<file path="config.mk">
export PLATFORM = sky130hd
export DESIGN_NAME = seg7_scan_driver
export DESIGN_NICKNAME = d
export VERILOG_FILES = /design/src/rtl/seg7_scan_driver.sv
export SDC_FILE = /design/constraint.sdc
export NUM_CORES = 1
export LEC_CHECK = 0
export CAP_MARGIN = 25
export CORE_ASPECT_RATIO = 2
export CORE_UTILIZATION = 35
export DETAILED_ROUTE_END_ITERATION = 12
export HOLD_SLACK_MARGIN = 0.1
export PLACE_DENSITY_LB_ADDON = 0.2
export SETUP_SLACK_MARGIN = 0.4
export SLEW_MARGIN = 40
export SYNTH_ARGS = -nofsm -noshare
export SYNTH_HDL_FRONTEND = slang
export SYNTH_SLANG_ARGS = --single-unit
</file>
<file path="constraint.sdc">
create_clock -name io_clk -period 6.8 [get_ports io_clk]
set_input_delay 1.36 -clock io_clk [delete_from_list [all_inputs] [get_ports io_clk]]
set_output_delay 1.36 -clock io_clk [all_outputs]
set_load 0.01 [all_outputs]
</file>
<file path="src/rtl/seg7_scan_driver.sv">
// Time-multiplexed hex display driver with per-frame snapshot of in_data.
// Optional build macro SEG7_LZ_BLANK_EN enables leading-zero blanking.
module seg7_scan_driver #(
    parameter int CLK_DIV = 50000,
    parameter int DIGITS  = 8
) (
    input  logic        io_clk,
    input  logic        resetn,
    input  logic [31:0] in_data,
    input  logic [7:0]  dp_in,
    input  logic        en,
    output logic [7:0]  an_n,
    output logic [6:0]  seg_n,
    output logic        dp_n,
    output logic        frame_done
);

    localparam int PW = (CLK_DIV > 2) ? $clog2(CLK_DIV) : 1;
    localparam logic [PW-1:0] P_LAST = PW'(CLK_DIV - 1);
    localparam logic [2:0] D_LAST = 3'(DIGITS - 1);
    localparam logic [31:0] NMASK = 32'((64'd1 << (4 * DIGITS)) - 64'd1);

    logic [PW-1:0] r_presc;
    logic [2:0]    r_digit_idx;
    logic [31:0]   r_shadow;
    logic [7:0]    r_an_n;
    logic [6:0]    r_seg_n;
    logic          r_dp_n;
    logic          r_frame_done;

    logic          w_tick;
    logic          w_last;
    logic [3:0]    w_nib;
    logic [6:0]    w_hex;
    logic [31:0]   w_shadow_m;
    logic [7:0]    w_blank;
    logic          w_dark;
    logic [7:0]    w_an_nx;
    logic [6:0]    w_seg_nx;
    logic          w_dp_nx;

    assign w_tick     = en && (r_presc == P_LAST);
    assign w_last     = (r_digit_idx == D_LAST);
    assign w_shadow_m = r_shadow & NMASK;
    assign w_nib      = w_shadow_m[{r_digit_idx, 2'b00} +: 4];

    always_comb begin
        w_hex = 7'h7F;
        unique case (w_nib)
            4'h0: w_hex = 7'h40;
            4'h1: w_hex = 7'h79;
            4'h2: w_hex = 7'h24;
            4'h3: w_hex = 7'h30;
            4'h4: w_hex = 7'h19;
            4'h5: w_hex = 7'h12;
            4'h6: w_hex = 7'h02;
            4'h7: w_hex = 7'h78;
            4'h8: w_hex = 7'h00;
            4'h9: w_hex = 7'h10;
            4'hA: w_hex = 7'h08;
            4'hB: w_hex = 7'h03;
            4'hC: w_hex = 7'h46;
            4'hD: w_hex = 7'h21;
            4'hE: w_hex = 7'h06;
            4'hF: w_hex = 7'h0E;
        endcase
    end

`ifdef SEG7_LZ_BLANK_EN
    // A digit is a leading zero when it and every higher active nibble are 0.
    always_comb begin
        w_blank = 8'h00;
        for (int i = 1; i < 8; i++) begin
            if (i < DIGITS) begin
                w_blank[i] = ((w_shadow_m >> (4 * i)) == 32'h0) && !dp_in[i];
            end
        end
    end
`else
    assign w_blank = 8'h00;
`endif

    assign w_dark = !en || w_blank[r_digit_idx];

    always_comb begin
        w_an_nx  = 8'hFF;
        w_seg_nx = 7'h7F;
        w_dp_nx  = 1'b1;
        if (!w_dark) begin
            w_an_nx  = ~(8'b1 << r_digit_idx);
            w_seg_nx = w_hex;
            w_dp_nx  = ~dp_in[r_digit_idx];
        end
    end

    always_ff @(posedge io_clk or negedge resetn) begin
        if (!resetn) begin
            r_presc <= '0;
        end else if (en) begin
            r_presc <= w_tick ? '0 : r_presc + PW'(1);
        end
    end

    always_ff @(posedge io_clk or negedge resetn) begin
        if (!resetn) begin
            r_digit_idx  <= 3'd0;
            r_shadow     <= 32'h0;
            r_frame_done <= 1'b0;
        end else begin
            r_frame_done <= w_tick && w_last;
            if (w_tick) begin
                r_digit_idx <= w_last ? 3'd0 : r_digit_idx + 3'd1;
                if (w_last) begin
                    r_shadow <= in_data;
                end
            end
        end
    end

    always_ff @(posedge io_clk or negedge resetn) begin
        if (!resetn) begin
            r_an_n  <= 8'hFF;
            r_seg_n <= 7'h7F;
            r_dp_n  <= 1'b1;
        end else begin
            r_an_n  <= w_an_nx;
            r_seg_n <= w_seg_nx;
            r_dp_n  <= w_dp_nx;
        end
    end

    assign an_n       = r_an_n;
    assign seg_n      = r_seg_n;
    assign dp_n       = r_dp_n;
    assign frame_done = r_frame_done;

endmodule

</file>
==> results.json <==
{
  "fillerInstances": 855,
  "htree_levels": 3,
  "start_util_pct": 35.8,
  "boundaryPins": 60,
  "leakage_nw": 1.97,
  "final.min_clock_period_ps": 4160,
  "drive_above_1_share_pct": 23.0,
  "finalMaxSlewViolations": 0,
  "critical_path_buf_inv_count": 2,
  "vias": 2181,
  "vdd_drop_max_mv": 0.129,
  "postCtsSetupBuffers": 0,
  "place_congestion": 0.786,
  "cts_num_sinks": 68,
  "synthMostInstantiatedCell": "dfrtp_1",
  "synth_cells": 258,
  "nets": 373,
  "cap_violations": 0,
  "setup_violations": 0,
  "fp.coreArea_um2": 9320,
  "slew_headroom_pct": 44.6,
  "grt_usage_pct": 14.2,
  "worst-path-max-fanout": 33,
  "crit_family": "buffers and inverters",
  "tightest_slew_ps": 831,
  "ys_warn_count": 0,
  "synthTopCellsByCount": "dfrtp_1 (52), mux2_2 (36), nand2_1 (24), dfstp_2 (16), nand3_1 (14)",
  "hold_class": "register to register",
  "grt-ovfl-total": 0,
  "wl_um": 6360,
  "synth-main-ff-cell": "dfrtp_1",
  "ant_nets": 0,
  "fmax_ghz": 0.240,
  "status": "finished, final reports clean",
  "first_global_vias": 2285,
  "worst_clock_skew_ps": 8.66,
  "synth.top_cells.by_area": "dfrtp_1 (39%), dfstp_2 (13%), mux2_2 (12%)",
  "avgViaCountPerCell": 5.12,
  "holdBufCountCts": 0,
  "die_h_um": 140,
  "cts_tree": "built",
  "diodes": 0,
  "grt_max_degree": 69,
  "clock_path_buffers": 2,
  "crit_arrival_ps": 4380,
  "rsz0062_at_grt": "false",
  "dr.pass1.iters": 6,
  "path_cells": "clkdlybuf4s50_1, nand4_1, nor3_2, and2_1, buf_4, mux2_2",
  "end_kind": "register",
  "synth_top_area_cell": "dfrtp_1",
  "ys_seq_area_share_pct": 51.7,
  "setup_slack_ps": 2640,
  "syn_avg_cell_area_um2": 12.9,
  "slowest_delay_ps": 940,
  "post-route-drc-count": 0,
  "fin_tns_setup_ps": 0,
  "critical_path_class": "input pin to register",
  "cts_root_buf": "clkbuf_16",
  "regToRegSetupSlack_ps": 3980,
  "p_per_area_nw_per_um2": 235,
  "antenna_found_initial": 0,
  "drt-initial-drc-count": 133,
  "syn_area_um2": 3330,
  "hpwlAfterDp_um": 4580,
  "clkTransAtPathRegs_ps": 50,
  "yosysUniqueCellTypes": 35,
  "clk-insertion-delay-late_ps": 330,
  "die_w_um": 71.0,
  "post-place-ws_ps": 2290,
  "synth_top_area_share_pct": 39.0,
  "grt_pass1_wl_um": 10800,
  "fp-row-count": 50,
  "crit_required_ps": 7020,
  "ctsResizeCount": 0,
  "area_delta_synth_final_pct": 27.9,
  "fin_crit_sh_pct": 61.2,
  "worst_path_max_delay_cell": "clkdlybuf4s50_1",
  "synth-async-reset-ratio_pct": 100,
  "portBuffers": 59,
  "startpoint_type": "input pin",
  "synth_seq_cells": 68,
  "synth-edff-count": 0,
  "wire_per_inst_um": 14.9,
  "cts_buffers": 9,
  "dieArea_um2": 9940,
  "hold_viol": 0,
  "syn-num-nets": 314
}
final cells by class:
class,instances,area (um^2),area share (%)
clock inverter,4,51.3,1.20
clock buffer,12,246,5.78
sequential,68,1720,40.4
inverter,11,41.3,0.969
tap,104,130,3.05
multi-input combinational,166,1470,34.4
timing repair buffer,61,604,14.2
sequential cells by signal, summed over array words and instances, names as in the netlist:
signal,count
r_presc,16
seg_n,7
r_digit_idx,3
frame_done,1
dp_n,1
an_n,8
r_shadow,32
worst paths after layout:
check,depth (start not counted),startpoint,endpoint
max,6,en,r_shadow[21]
min,1,r_shadow[15],r_shadow[15]
max reg2reg,6,r_digit_idx[0],seg_n[0]
min reg2reg,1,r_shadow[15],r_shadow[15]
max in group asynchronous,2,resetn,r_shadow[17]
min in group asynchronous,2,resetn,r_presc[11]
cell usage in the layout, fill, tap and decap left out, types with 2 or more instances in the layout:
cell type,instances
mux2i_4,2
nor2_1,13
clkbuf_1,2
nand2_1,24
inv_1,10
clkdlybuf4s50_1,58
o22a_1,2
o221ai_1,3
nand4_1,8
xor2_1,5
clkbuf_16,9
nor4_1,4
nand3_1,14
mux4_1,8
dfrtp_1,52
o21ai_0,6
ha_1,13
xnor2_1,8
mux2_2,36
mux2i_1,9
dfstp_2,16
worst register-to-register path, delay by kind of cell, from the launching register on:
kind,cells,cell delay [ps]
muxes,3,1280
DFF,1,880
adders and majority gates,1,250
AOI/OAI and AO/OA,1,210
buffers and inverters,1,120
stage by stage:
step | instance area (um^2) | power, W | cells | utilization, % | hold WS [ps]
2_1_floorplan | 3330 | 0.000499 | 258 | - | 472
3_3_place_gp | 3960 | 0.000546 | 410 | 42.5 | 482
3_5_place_dp | 3960 | 0.000549 | 410 | 42.5 | 489
4_1_cts | 4260 | 0.00102 | 426 | 45.7 | 502
5_1_grt | 4260 | 0.00104 | 426 | 45.7 | 523
6_report | 4260 | 0.00100 | 426 | 45.7 | 493
kinds of logic (layout without fill, tap and decap cells):
logic type | Yosys count | after routing | synth area share, %
flops | 68 | 68 | 51.7
xor+xnor | 13 | 13 | 3.42
fa+ha+maj | 13 | 13 | 4.88
buf+inv | 24 | 88 | 4.35
compound gates | 14 | 14 | 2.85
mux | 55 | 55 | 22.5
simple gates | 71 | 71 | 10.3
power by group:
group	leakage [nW]	total, W	switching, W	internal, W
registers	0.874	0.000454	0.0000257	0.000429
clock network	0.143	0.000461	0.000167	0.000294
logic	0.953	0.0000861	0.0000359	0.0000502
total	1.97	0.00100	0.000229	0.000772
layer usage:
metal	global-route usage, %	share of wire (%)	vias up
met2	25.1	55	52
met1	15.2	39	1078
li1	-	-	1040
met5	0	0	-
met4	8.21	2.6	0
met3	3.24	3.7	11
Note: power is estimated with default switching activity, not from simulation.
